[src/rtl/serial_subtractor_if.sv]
// Start/done handshake and operand/result bundle for serial_subtractor.
// Ovf is carried only when SERSUB_OVF_EN is defined.
interface serial_subtractor_if #(
  parameter int WIDTH = 4
);
  logic             start;
  logic [WIDTH-1:0] A;
  logic [WIDTH-1:0] B;
  logic             Bin;
  logic             busy;
  logic             done;
  logic [WIDTH-1:0] Diff;
  logic             Borrow;
`ifdef SERSUB_OVF_EN
  logic             Ovf;

  modport master (
    output start, A, B, Bin,
    input  busy, done, Diff, Borrow, Ovf
  );

  modport slave (
    input  start, A, B, Bin,
    output busy, done, Diff, Borrow, Ovf
  );
`else
  modport master (
    output start, A, B, Bin,
    input  busy, done, Diff, Borrow
  );

  modport slave (
    input  start, A, B, Bin,
    output busy, done, Diff, Borrow
  );
`endif
endinterface

[src/rtl/serial_subtractor.sv]
// Bit-serial subtractor Diff = A - B - Bin, LSB first, one full-subtractor cell.
// Define SERSUB_OVF_EN to add the signed-overflow output Ovf.
module serial_subtractor #(
  parameter int WIDTH = 4
) (
  input logic              clk,
  input logic              rst_n,
  serial_subtractor_if.slave bus
);
  localparam int CW = $clog2(WIDTH);

  typedef enum logic [1:0] {
    IDLE,
    RUN,
    DONE
  } state_t;

  state_t           state;
  state_t           next_state;
  logic [WIDTH-1:0] a_sh;
  logic [WIDTH-1:0] b_sh;
  logic [WIDTH-1:0] res_sh;
  logic             bf;
  logic [CW-1:0]    cnt;
  logic             accept;
  logic             last_bit;
  logic             d;
  logic             b_next;

  always_comb begin
    d        = a_sh[0] ^ b_sh[0] ^ bf;
    b_next   = (~a_sh[0] & b_sh[0]) | (~(a_sh[0] ^ b_sh[0]) & bf);
    last_bit = (cnt == CW'(WIDTH - 1));
  end

  always_ff @(posedge clk or negedge rst_n) begin
    if (!rst_n) begin
      state <= IDLE;
    end else begin
      state <= next_state;
    end
  end

  // start is only honoured outside RUN, so a DONE cycle can chain straight into a new op
  always_comb begin
    next_state = state;
    accept     = 1'b0;
    case (state)
      IDLE: begin
        if (bus.start) begin
          accept     = 1'b1;
          next_state = RUN;
        end
      end
      RUN: begin
        if (last_bit) begin
          next_state = DONE;
        end
      end
      DONE: begin
        if (bus.start) begin
          accept     = 1'b1;
          next_state = RUN;
        end else begin
          next_state = IDLE;
        end
      end
      default: next_state = IDLE;
    endcase
  end

  assign bus.busy = (state == RUN);
  assign bus.done = (state == DONE);

  // On the last RUN edge the operand LSBs hold the original MSBs, which feed Ovf
  always_ff @(posedge clk or negedge rst_n) begin
    if (!rst_n) begin
      a_sh       <= '0;
      b_sh       <= '0;
      res_sh     <= '0;
      bf         <= 1'b0;
      cnt        <= '0;
      bus.Diff   <= '0;
      bus.Borrow <= 1'b0;
`ifdef SERSUB_OVF_EN
      bus.Ovf    <= 1'b0;
`endif
    end else if (accept) begin
      a_sh <= bus.A;
      b_sh <= bus.B;
      bf   <= bus.Bin;
      cnt  <= '0;
    end else if (state == RUN) begin
      a_sh   <= {1'b0, a_sh[WIDTH-1:1]};
      b_sh   <= {1'b0, b_sh[WIDTH-1:1]};
      res_sh <= {d, res_sh[WIDTH-1:1]};
      bf     <= b_next;
      cnt    <= cnt + CW'(1);
      if (last_bit) begin
        bus.Diff   <= {d, res_sh[WIDTH-1:1]};
        bus.Borrow <= b_next;
`ifdef SERSUB_OVF_EN
        bus.Ovf    <= (a_sh[0] ^ b_sh[0]) & (a_sh[0] ^ d);
`endif
      end
    end
  end
endmodule

[src/flat_wrapper.sv]
// flat-port wrapper written by rule: the top's interface ports become plain ports
module serial_subtractor_flat 
#(
  parameter int WIDTH = 4
)
  (clk, rst_n, bus_start, bus_A, bus_B, bus_Bin, bus_busy, bus_done, bus_Diff, bus_Borrow);
  serial_subtractor_if #(.WIDTH(WIDTH)) bus_i ();
  input logic clk;
  input logic rst_n;
  input wire logic [$bits(bus_i.start)-1:0] bus_start;
  input wire logic [$bits(bus_i.A)-1:0] bus_A;
  input wire logic [$bits(bus_i.B)-1:0] bus_B;
  input wire logic [$bits(bus_i.Bin)-1:0] bus_Bin;
  output wire logic [$bits(bus_i.busy)-1:0] bus_busy;
  output wire logic [$bits(bus_i.done)-1:0] bus_done;
  output wire logic [$bits(bus_i.Diff)-1:0] bus_Diff;
  output wire logic [$bits(bus_i.Borrow)-1:0] bus_Borrow;
  assign bus_i.start = bus_start;
  assign bus_i.A = bus_A;
  assign bus_i.B = bus_B;
  assign bus_i.Bin = bus_Bin;
  assign bus_busy = bus_i.busy;
  assign bus_done = bus_i.done;
  assign bus_Diff = bus_i.Diff;
  assign bus_Borrow = bus_i.Borrow;
  serial_subtractor #(.WIDTH(WIDTH)) u_core (.clk(clk), .rst_n(rst_n), .bus(bus_i));
endmodule
[config.mk]
export PLATFORM = sky130hd
export DESIGN_NAME = serial_subtractor_flat
export DESIGN_NICKNAME = d
export VERILOG_FILES = /design/src/rtl/serial_subtractor_if.sv /design/src/rtl/serial_subtractor.sv /design/src/flat_wrapper.sv
export SDC_FILE = /design/constraint.sdc
export NUM_CORES = 1
export LEC_CHECK = 0
export BUFFER_PORTS_ARGS = -buffer_cell sky130_fd_sc_hd__buf_4
export CORE_UTILIZATION = 40
export CTS_CLUSTER_SIZE = 20
export DETAILED_ROUTE_END_ITERATION = 8
export PLACE_DENSITY = 0.72
export SLEW_MARGIN = 20
export SYNTH_ARGS = -nofsm -noshare
export SYNTH_HDL_FRONTEND = slang
export SYNTH_SLANG_ARGS = --single-unit
[constraint.sdc]
create_clock -name clk -period 2 [get_ports clk]
set_input_delay 0 -clock clk [delete_from_list [all_inputs] [get_ports clk]]
set_output_delay 0 -clock clk [all_outputs]
set_load 0.01 [all_outputs]
# Word level (Yosys, flattened, before mapping)
# Index checks and enable logic that the tools add are counted.
[totals]
regBits = 22
latch_bits = 0
ram_bits = 0
rom_bits = 0
in_bits = 12
output_inout_bits = 7
word_cells = 42
mem_count = 0
[classes]
add_sub_neg = 1
n_mul = 0
div_mod_pow = 0
order_cmp = 0
n_eq_ne = 5
shift = 0
n_mux = 14
n_bitwise = 8
reduce_logical = 6
[op_table]
columns = ["cell", "count"]
rows = [
  ["$mux 4", 4],
  ["$mux 2", 4],
  ["$pmux 2 s3", 1],
  ["$mux 1", 5],
  ["$eq 2x2->1 const B", 2],
  ["$reduce_and 2->1", 2],
  ["$not 1->1", 3],
  ["$reduce_and 3->1", 1],
  ["$add 2x1->2 const B", 1],
  ["$and 1x1->1", 2],
  ["$eq 2x1->1 const B", 1],
  ["$logic_not 2->1", 1],
  ["$ne 2x1->1 const B", 1],
  ["$ne 2x2->1 const B", 1],
  ["$reduce_bool 2->1", 1],
  ["$reduce_or 2->1", 1],
  ["$xor 1x1->1", 2],
  ["$or 1x1->1", 1],
]

# Logic depth before layout (Yosys ltp)
# Gate-level depths: netlist of the first run.
[depth]
word_depth = 6
ltp_mapped = 5
ltp_nobuf = 5

# Worst setup path after synthesis of the first run
# Ideal clock, no wire load.
[synth_path]
kind = "register -> register"
start = "register u_core.b_sh[0]"
end = "register u_core.bus.Diff[3]"
setup_ns = 0.125
arrival_time_ns = 1.129
required_time_ns = 1.875
setup_slack_ns = 0.746
stages_incl_launch_ff = 4
n_path_buf = 0
synth_period_minus_slack_ns = 1.254
cell_sequence = "dfrtp_1 -> inv_1 -> fa_1 -> mux2_4"
[synth_between]
elab_chain_len = 2
[synth_lines]
columns = ["element", "line", "text"]
rows = [
  ["start: declaration", "serial_subtractor.sv:21", "logic [WIDTH-1:0] b_sh;"],
  ["start signal: assignment", "serial_subtractor.sv:90", "b_sh <= bus.B;"],
  ["start signal: assignment", "serial_subtractor.sv:95", "b_sh <= {1'b0, b_sh[WIDTH-1:1]};"],
  ["$xor 1x1->1 (2 in series)", "serial_subtractor.sv:31", "d = a_sh[0] ^ b_sh[0] ^ bf;"],
  ["named net u_core.d", "serial_subtractor.sv:27", "logic d;"],
  ["end signal: assignment", "serial_subtractor.sv:100", "bus.Diff <= {d, res_sh[WIDTH-1:1]};"],
  ["end: declaration", "serial_subtractor_if.sv:34", "output busy, done, Diff, Borrow"],
]
# The timed path passes the listed nets, and every way through them passes these cells.
# A chain may end at the register's enable or synchronous reset.

# Worst setup path in the final report of the first run
[layout_path]
start = "register u_core.state[0]"
end = "output port bus_busy"
[layout_between]
elab_chain_len = 1
[layout_lines]
columns = ["element", "line", "text"]
rows = [
  ["start: declaration", "serial_subtractor.sv:18", "state_t state;"],
  ["start signal: assignment", "serial_subtractor.sv:40", "state <= next_state;"],
  ["$eq 2x1->1", "serial_subtractor.sv:72", "assign bus.busy = (state == RUN);"],
  ["end: declaration", "flat_wrapper.sv:14", "output wire logic [$bits(bus_i.busy)-1:0] bus_busy;"],
]
# Every way passes these cells.

==> results.py, run 1 <==
metrics = {
    "floorplan": {
        "ios": 19,
        "die_w_um": 52.7,
        "core_um2": 2320,
        "die-height_um": 52.7,
        "rows": 17,
        "die_area_um2": 2770,
        "initial_core_util": 0.443,
    },
    "synth": {
        "synth-seq-area-share": 0.512,
        "syn_nets": 104,
        "ys_warn_count": 0,
        "yosysTopAreaCellShare": 0.512,
        "yosysUniqueCellTypes": 27,
        "ys_top_cells_by_area": "dfrtp_1, mux2i_1, mux2_4, nand2_1, a211oi_1",
        "syn_inst": 90,
        "synth-seq-cells": 21,
        "yosys.area.top_type": "dfrtp_1",
        "syn-cell-area_um2": 1030,
        "syn_avg_cell_area_um2": 11.4,
    },
    "grt": {
        "grt_max_degree": 23,
        "grtUsageTotal": 0.164,
        "use_met3": 0.0551,
        "grt_pass1_wl_mm": 3.32,
        "grtUsageMet1": 0.204,
        "grt_pass1_vias": 795,
        "grt_overflow": 0,
        "grt.met2_usage": 0.278,
        "grt_antenna_before_repair": 0,
        "grt.busiest_layer": "met2",
    },
    "setup_path": {
        "critPathArrivalTime_ns": 1.65,
        "crit_type": "reg2out",
        "worstReg2RegStart": "u_core.state[0]",
        "r2r_cells": 2,
        "worstPathMaxFanout": 22,
        "r2r_setup_slack_ns": 0.50,
        "rr_endpoint": "u_core.bus.Diff[3]",
        "worstSetupStartpointType": "flop",
        "cp.required_ns": 2.00,
        "end_kind": "output port",
    },
    "sta": {
        "slew_headroom": 0.507,
        "period_needed_ns": 1.65,
        "final-setup-viol-count": 0,
        "tightestPinTransition_ns": 0.739,
        "clock_skew_ns": 0.00596,
        "fin_crit_sh": 0.827,
        "fin_setup_tns_ns": 0,
        "fmax_mhz": 605,
        "rsz0062_at_grt": "no",
        "maxSlewViolCount": 0,
        "finalHoldViolCount": 0,
    },
    "power_and_ir_drop": {
        "ir_drop_v": 0.000838,
        "leakagePower_uw": 0.000623,
        "powerDensity_nw_per_um2": 1420,
    },
    "place": {
        "placed_cell_area_um2": 1160,
        "dpl.hpwl_mm": 1.30,
        "place_congestion": 0.683,
        "place.port_buffers": 18,
    },
    "final_layout": {
        "drive_gt1_frac": 0.263,
        "antenna_cells": 0,
        "design_area_um2": 1280,
        "fin_nets": 133,
        "seqCellArea_um2": 526,
        "syn2layout_area_growth_pct": 25.0,
        "fillCellCount": 193,
        "multi_input_area_um2": 445,
    },
    "drt": {
        "drcViolationCount": 0,
        "dr.first_iter.drc_count": 4,
        "post_drt_wl_per_cell_um": 13.0,
        "drtPass1Iterations": 4,
        "vias_per_cell": 5.20,
        "ant_nets": 0,
        "dr_total_vias": 759,
        "wl_mm": 1.90,
    },
    "clock_tree": {
        "clockBufferDepth": 2,
        "clkTransAtPathRegs_ns": 0.13,
        "insertion_delay_ns": 0.31,
        "post_cts_buffers": 0,
        "cts_htree_levels": 1,
        "cts_root_buf": "clkbuf_4",
        "numCtsBuffers": 3,
        "tritoncts": "built",
        "cts.sinks": 21,
    },
    "job": {
        "maxCapViolCount": 0,
    },
    "run_status": {
        "status": "finished clean",
    },
    "hold_path": {
        "hold_path.class": "in2async",
    },
}
final cells by class:
| type | instances | area share |
|---|---|---|
| Clock inverter | 1 | 0.00390 |
| Clock buffer | 3 | 0.0175 |
| Timing Repair Buffer | 28 | 0.183 |
| Sequential cell | 21 | 0.409 |
| Inverter | 4 | 0.0117 |
| Tap cell | 28 | 0.0273 |
| Multi-Input combinational cell | 61 | 0.347 |
cells in the mapped netlist, drive strengths merged:
cell,instances
nand3b,1
dfrtp,21
nand3,3
o21ai,4
a22o,2
buf,3
nor2,3
o22ai,1
fa,1
nor2b,7
clkbuf,1
mux2,5
nand2,11
a22oi,1
a211oi,5
xnor2,1
inv,4
mux2i,6
nor3,1
a21oi,6
ha,1
nand2b,2
critical path, cell delays in order (launching register included):
cell,delay [ns]
dfrtp_1,0.84
nand2b_2,0.22
inv_2,0.15
buf_4,0.13
stage by stage:
stage | hold WS [ns] | std cells | utilization | setup slack [ns] | power (uW)
after floorplan | -0.296 | 90 | - | 0.746 | 1400
after global placement | -0.104 | 132 | 0.499 | 0.578 | 1580
after detailed placement | -0.0978 | 132 | 0.499 | 0.529 | 1610
after CTS | 0.0941 | 146 | 0.554 | 0.354 | 1840
after global routing | 0.112 | 146 | 0.554 | 0.204 | 1990
final | 0.0951 | 146 | 0.554 | 0.347 | 1820
cells in the final DEF, fill, tap and decap left out, types with 2 or more instances in the layout:
| cell type | n |
|---|---|
| buf_4 | 18 |
| o21ai_1 | 3 |
| a211oi_1 | 5 |
| mux2_4 | 4 |
| dlygate4sd3_1 | 10 |
| nand2_1 | 11 |
| a22o_1 | 2 |
| nor2b_1 | 6 |
| inv_1 | 3 |
| nand3_1 | 3 |
| nor2_1 | 3 |
| mux2i_1 | 6 |
| clkbuf_4 | 3 |
| a21oi_1 | 6 |
| dfrtp_1 | 21 |
per-layer routing:
metal | share of wire | up-vias | routed length (um)
li1 | - | 367 | -
met3 | 0.054 | 2 | 102
met5 | 0 | - | 0
met2 | 0.45 | 22 | 854
met4 | 0.0042 | 0 | 8
met1 | 0.49 | 368 | 937
flip-flops by register name, indices dropped and copies added (netlist names):
name / flops
u_core.a_sh: 4
u_core.b_sh: 4
u_core.bf: 1
u_core.bus.Borrow: 1
u_core.bus.Diff: 4
u_core.cnt: 2
u_core.res_sh: 3
u_core.state: 2
worst max path at each step:
stage	end	cells after the start	from
after global placement	u_core.bus.Diff[3]	2	u_core.state[0]
after CTS	bus_busy	3	u_core.state[0]
after floorplan	u_core.bus.Diff[3]	3	u_core.b_sh[0]
after global routing	bus_busy	3	u_core.state[0]
final	bus_busy	3	u_core.state[0]
after detailed placement	u_core.bus.Diff[3]	2	u_core.state[0]
cell families after synthesis:
kind of cell | after synthesis | synth area share
buffers and inverters | 8 | 0.0548
adder cells (fa/ha/maj) | 2 | 0.0317
flip-flops | 21 | 0.512
AND/OR/NAND/NOR | 28 | 0.150
XOR/XNOR | 1 | 0.00853
AO/OA/AOI/OAI | 19 | 0.116
multiplexers | 11 | 0.128
power by group:
part	switching, uW	leakage, uW	internal (uW)
logic	326	0.000348	433
registers	221	0.000257	624
clock network	139	0.0000177	74.7
what timing repair did:
| item | in CTS | in global routing |
|---|---|---|
| hold buffers | 10 | 0 |
| hold endpoints to repair | 30 | 0 |
| gates resized for setup | 0 | 0 |
(Power assumes the default switching activity.)
==> inputs of run 2 (changes only) <==
--- a/config.mk
+++ b/config.mk
@@ -5,6 +5,7 @@
 export SDC_FILE = /design/constraint.sdc
 export NUM_CORES = 1
 export LEC_CHECK = 0
+export ABC_AREA = 1
 export BUFFER_PORTS_ARGS = -buffer_cell sky130_fd_sc_hd__buf_4
 export CORE_UTILIZATION = 40
 export CTS_CLUSTER_SIZE = 20
==> constraint.sdc (replaced) <==
create_clock -name clk -period 1.55 [get_ports clk]
set_input_delay 0 -clock clk [delete_from_list [all_inputs] [get_ports clk]]
set_output_delay 0 -clock clk [all_outputs]
set_load 0.01 [all_outputs]
==> run 2 against run 1 <==
Compared with the run above: the run now ends with negative hold slack left; sequential cell count unchanged; core utilization down 1.6 points; critical path depth unchanged; worst setup slack worse by 0.059 ns; power up 27%; critical path type unchanged; synthesized cell count up 24%.
==> results.py, run 2 <==
metrics = {
    "run_status": {
        "status": "finished with violations",
        "failed_checks": "negative hold slack",
    },
    "hold_path": {
        "hold_end": "u_core.b_sh[2]",
        "hold_path.class": "in2reg",
        "whs_path_depth": 5,
        "hold_start": "bus_B[2]",
    },
    "synth": {
        "syn_nets": 126,
        "synth-edff-count": 0,
        "syn-cell-area_um2": 973,
        "yosys.area.top_type": "dfrtp_1",
        "synthArstFlopShare": 1.00,
        "synth-seq-area-share": 0.540,
        "syn_avg_cell_area_um2": 8.69,
        "ys_top_cells_by_area": "dfrtp_1, nand2_1, inv_1, nand3_1, nand2_4",
        "synth-adder-area-share": 0.0334,
        "yosysUniqueCellTypes": 19,
        "yosysTopAreaCellShare": 0.540,
        "syn_inst": 112,
        "ys_warn_count": 0,
        "synthSimpleGateAreaFrac": 0.290,
        "synth_compound_area_frac": 0.0514,
        "synth_flop_cell": "dfrtp_1",
        "synth-seq-cells": 21,
        "synthTopCellsByCount": "nand2_1, dfrtp_1, inv_1",
        "muxShareOfSynthArea": 0,
        "synth_top_family_by_area": "simple AND/OR/NAND/NOR gates",
        "yosys.area_share.xor_xnor": 0,
        "synth_most_common_cell": "nand2_1",
    },
    "drt": {
        "drcViolationCount": 0,
        "post_drt_wl_per_cell_um": 10.6,
        "ant_nets": 0,
        "dr_total_vias": 760,
        "drtPass1Iterations": 4,
        "dr.first_iter.drc_count": 13,
        "vias_per_cell": 4.58,
        "wl_mm": 1.76,
    },
    "power_and_ir_drop": {
        "power_uw": 2300,
        "p_clk_frac": 0.110,
        "p_seq_frac": 0.429,
        "leakagePower_uw": 0.000666,
        "combPwrFrac": 0.460,
        "p_int_uw": 1340,
        "ir_drop_v": 0.000936,
        "p_sw_frac": 0.417,
        "p_switching_uw": 961,
        "powerDensity_nw_per_um2": 1900,
    },
    "sta": {
        "maxSlewViolCount": 0,
        "fmax_mhz": 793,
        "hold_ws_ns": -0.000391,
        "fin_ws_ns": 0.288,
        "slew_headroom": 0.758,
        "rsz0062_at_grt": "no",
        "period_needed_ns": 1.26,
        "final-setup-viol-count": 0,
        "fin_setup_tns_ns": 0,
        "clock_skew_ns": 0.00348,
        "finalHoldViolCount": 1,
        "fin_crit_sh": 0.814,
        "tightestPinTransition_ns": 0.363,
    },
    "setup_path": {
        "r2r_cells": 4,
        "critPathBufInv": 2,
        "crit_path_top_delay_cell": "dfrtp_1",
        "worstSetupStartpointType": "flop",
        "end_kind": "output port",
        "max_stage_delay_ns": 0.58,
        "worstPathMaxFanout": 8,
        "cp.required_ns": 1.55,
        "worstReg2RegStart": "u_core.b_sh[0]",
        "rr_endpoint": "u_core.res_sh[3]",
        "crit_family": "flip-flops",
        "critPathArrivalTime_ns": 1.26,
        "crit_type": "reg2out",
        "r2r_setup_slack_ns": 0.33,
        "crit_chain": "inv_4 > nor2_8 > buf_4",
    },
    "final_layout": {
        "syn2layout_area_growth_pct": 24.5,
        "fin_nets": 153,
        "drive_gt1_frac": 0.225,
        "final_cell_count_no_fill": 166,
        "final_cell_mix": "nand2_1, dfrtp_1, buf_4, inv_1, nand3_1",
        "antenna_cells": 0,
        "post-route-util": 0.538,
        "fillCellCount": 223,
        "reg.largest.list": "u_core.a_sh: 4 flops, u_core.b_sh: 4 flops, u_core.bus.Diff: 4 flops",
        "layout_commonest_cell": "nand2_1",
    },
    "clock_tree": {
        "clockBufferDepth": 2,
        "cts_htree_levels": 1,
        "insertion_delay_ns": 0.29,
        "cts_root_buf": "clkbuf_4",
        "cts.sinks": 21,
        "ctsResizeCount": 0,
        "tritoncts": "built",
        "numCtsBuffers": 3,
        "post_cts_buffers": 0,
        "clkTransAtPathRegs_ns": 0.11,
    },
    "floorplan": {
        "die-height_um": 51.3,
        "die_w_um": 51.3,
        "rows": 17,
        "ios": 19,
        "initial_core_util": 0.432,
        "core_um2": 2250,
        "die_area_um2": 2630,
    },
    "grt": {
        "grt_max_degree": 22,
        "grt_overflow": 0,
        "grt_pass1_vias": 738,
        "grtUsageTotal": 0.161,
        "grt_antenna_before_repair": 0,
        "grt_pass1_wl_mm": 3.09,
    },
    "place": {
        "place_congestion": 0.828,
        "dp_cells": 157,
        "dpl.hpwl_mm": 1.35,
        "dp_slack_ns": 0.353,
        "place.port_buffers": 18,
    },
    "job": {
        "maxCapViolCount": 0,
    },
}
[run 2: final cells by class]
cell class                 instances  area, um^2  share of cell area
timing repair buffer              23         185               0.153
inverter                          18        75.1              0.0619
clock buffer                       4        26.3              0.0217
tap                               28        35.0              0.0289
multi-input combinational         72         365               0.301
sequential                        21         526               0.433
[run 2: worst reg2reg max path: cells and delay by family (launching register included)]
kind            cells  cell delay, ns
flops               1            0.37
compound gates      1            0.14
buf+inv             2            0.11
fa+ha+maj           1            0.52
[run 2: what timing repair did]
action                                 in CTS  in global routing
endpoints found under the hold margin      25                  0
hold buffers                                5                  0
setup endpoints to repair                   0                  0
[run 2: power groups by stage]
stage / Clock, uW / Combinational, uW / Sequential, uW
2_1_floorplan: 0 / 799 / 959
3_3_place_gp: 0 / 1050 / 999
3_5_place_dp: 0 / 1070 / 1000
4_1_cts: 262 / 1080 / 992
5_1_grt: 286 / 1260 / 1020
6_report: 254 / 1060 / 988
[run 2: worst max path at each step]
stage                    startpoint               end  cells after the start  slack (ns)
floorplan            u_core.b_sh[0]  u_core.res_sh[3]                      4        0.41
global placement     u_core.b_sh[0]  u_core.res_sh[3]                      4        0.36
detailed placement   u_core.b_sh[0]  u_core.res_sh[3]                      4        0.35
CTS                 u_core.state[0]          bus_busy                      3        0.27
global route         u_core.b_sh[0]  u_core.res_sh[3]                      4        0.18
finish              u_core.state[0]          bus_busy                      3        0.29
[run 2: cells by family (layout without fill, tap and decap cells)]
logic type / count (synthesis) / in the layout
AND/OR/NAND/NOR: 60 / 60
flip-flops: 21 / 21
buffers and inverters: 19 / 45
AO/OA/AOI/OAI: 10 / 10
adder cells (fa/ha/maj): 2 / 2
[run 2: per-layer routing]
metal,track usage,part of all wire,vias up
met1,0.215,0.47,351
met3,0.0208,0.024,4
met4,0.0811,0.017,0
met5,0,0,-
met2,0.257,0.48,11
li1,-,-,394
[run 2: metrics by stage]
step | cell area, um^2 | hold slack [ns]
floorplan | 973 | -0.296
global placement | 1140 | -0.106
detailed placement | 1140 | -0.103
CTS | 1210 | 0.00460
global route | 1210 | 0.0165
finish | 1210 | -0.000391
==> inputs of run 3 (changes only) <==
==> constraint.sdc (replaced) <==
create_clock -name clk -period 1.2 [get_ports clk]
set_input_delay 0 -clock clk [delete_from_list [all_inputs] [get_ports clk]]
set_output_delay 0 -clock clk [all_outputs]
set_load 0.01 [all_outputs]
==> run 3 against run 2 <==
Compared with the run above: the run now ends clean; worst setup slack lost 0.26 ns; sequential cell count stayed put; worst hold slack gained 0.025 ns; combinational power is 63% higher; sequential share of layout area shrank 3.8 points; first-iteration DRC count up 15%.
==> results.py, run 3 (synthesized netlist as in run 2, its figures left out) <==
metrics = {
    "run_status": {
        "status": "finished clean",
    },
    "hold_path": {
        "hold_path.class": "in2reg",
        "whs_path_depth": 5,
    },
    "setup_path": {
        "critPathArrivalTime_ns": 1.41,
        "critPathBufInv": 2,
        "crit_family": "adder cells",
        "crit_cells": 4,
        "cp.required_ns": 1.44,
        "worstSetupStartpointType": "flop",
        "max_stage_delay_ns": 0.56,
        "end_kind": "flop",
        "crit_path_top_delay_cell": "fa_2",
        "r2r_cells": 4,
        "crit_chain": "inv_2 > fa_2 > inv_2 > o21ai_2",
        "worstPathMaxFanout": 2,
        "r2r_setup_slack_ns": 0.03,
        "crit_top_cell": "inv_2",
        "crit_type": "reg2reg",
    },
    "final_layout": {
        "layout_commonest_cell": "nand2_1",
        "fillCellCount": 209,
        "antenna_cells": 0,
        "multi_input_area_um2": 383,
        "final_cell_mix": "nand2_1, buf_4, dfrtp_1, inv_1, dlygate4sd3_1",
        "drive_gt1_frac": 0.315,
        "syn2layout_area_growth_pct": 37.0,
        "final_cell_count_no_fill": 177,
        "fin_nets": 164,
        "seqCellArea_um2": 528,
        "reg.largest.list": "u_core.a_sh: 4 flops, u_core.b_sh: 4 flops, u_core.bus.Diff: 4 flops",
    },
    "sta": {
        "finalHoldViolCount": 0,
        "final-setup-viol-count": 0,
        "hold_ws_ns": 0.0250,
        "rsz0062_at_grt": "yes",
        "fmax_mhz": 852,
        "tightestPinTransition_ns": 0.280,
        "fin_setup_tns_ns": 0,
        "clock_skew_ns": 0.0105,
        "slew_headroom": 0.813,
        "fin_crit_sh": 0.978,
        "maxSlewViolCount": 0,
        "period_needed_ns": 1.17,
    },
    "job": {
        "maxCapViolCount": 0,
    },
    "clock_tree": {
        "numCtsBuffers": 3,
        "clkTransAtPathRegs_ns": 0.12,
        "clockBufferDepth": 2,
        "tritoncts": "built",
        "cts_root_buf": "clkbuf_4",
        "cts_htree_levels": 1,
        "cts.sinks": 21,
        "insertion_delay_ns": 0.31,
    },
    "floorplan": {
        "die-height_um": 51.3,
        "initial_core_util": 0.432,
        "die_area_um2": 2630,
        "core_um2": 2250,
        "rows": 17,
        "ios": 19,
        "die_w_um": 51.3,
    },
    "power_and_ir_drop": {
        "powerDensity_nw_per_um2": 2510,
        "leakagePower_uw": 0.000723,
        "ir_drop_v": 0.00145,
    },
    "place": {
        "place.port_buffers": 18,
        "place_congestion": 0.821,
        "dpl.hpwl_mm": 1.35,
        "dp_cells": 160,
    },
    "grt": {
        "grt_pass1_vias": 785,
        "grt_overflow": 0,
        "grt_antenna_before_repair": 0,
        "grt_max_degree": 22,
        "grtUsageTotal": 0.170,
        "grt_pass1_wl_mm": 3.24,
    },
    "drt": {
        "routed-wl-met3_um": 66,
        "drtPass1Iterations": 4,
        "wl_met2_um": 985,
        "drt-met1-wl_um": 856,
        "post_drt_wl_per_cell_um": 11.0,
        "dr_total_vias": 822,
        "drcViolationCount": 0,
        "dr.first_iter.drc_count": 15,
        "ant_nets": 0,
        "vias_per_cell": 4.64,
        "wl_mm": 1.95,
        "top_layer_used": "met4",
    },
}
## run 3: layout make-up
| class | instances | share of cell area |
|---|---|---|
| flip-flops and latches | 21 | 0.396 |
| multi-input cells | 72 | 0.287 |
| repair buffers | 34 | 0.214 |
| inverters | 18 | 0.0563 |
| well taps | 28 | 0.0263 |
| clock buffers | 3 | 0.0169 |
| clock inverters | 1 | 0.00375 |
## run 3: tightest hold or removal path, stage by stage
cell     delay [ns]
buf_4          0.08
inv_1          0.03
nand3_1        0.07
nand3_1        0.08
nand2_1        0.06
## run 3: through the flow
stage | worst slack (ns) | utilization | cell area [um^2] | power (uW)
global route | -0.0356 | 0.592 | 1330 | 3660
detailed placement | 0.0226 | 0.514 | 1160 | 2750
CTS | 0.00158 | 0.564 | 1270 | 3140
global placement | 0.0419 | 0.514 | 1160 | 2710
floorplan | 0.0589 | - | 973 | 2270
finish | 0.0260 | 0.592 | 1330 | 3350
## run 3: timing repair
item,4_1_cts,5_1_grt
hold endpoints to repair,28,1
resized for setup,4,8
buffers inserted,0,4
pin swaps,0,3
endpoints found under the setup margin,4,9
hold buffers,8,1
## run 3: metal layers
metal  global-route usage  up-vias
met4               0.0676        0
li1                     -      417
met1                0.210      387
met3               0.0506        4
met5                    0        -
met2                0.279       14
## run 3: final timing paths
check / end / start
setup reg to reg: u_core.res_sh[3] / u_core.b_sh[0]
setup / recovery: u_core.res_sh[3] / u_core.b_sh[0]
max in group asynchronous: u_core.state[1] / rst_n
hold / removal: u_core.a_sh[2] / bus_A[2]
min in group asynchronous: u_core.bus.Diff[1] / rst_n
hold reg to reg: u_core.cnt[1] / u_core.cnt[1]
## run 3: power breakdown
| group | leakage (uW) | switching, uW | internal [uW] | total [uW] |
|---|---|---|---|---|
| sequential | 0.000259 | 232 | 1050 | 1280 |
| combinational | 0.000446 | 962 | 772 | 1730 |
| clock | 0.0000177 | 216 | 125 | 341 |
| total | 0.000723 | 1410 | 1940 | 3350 |
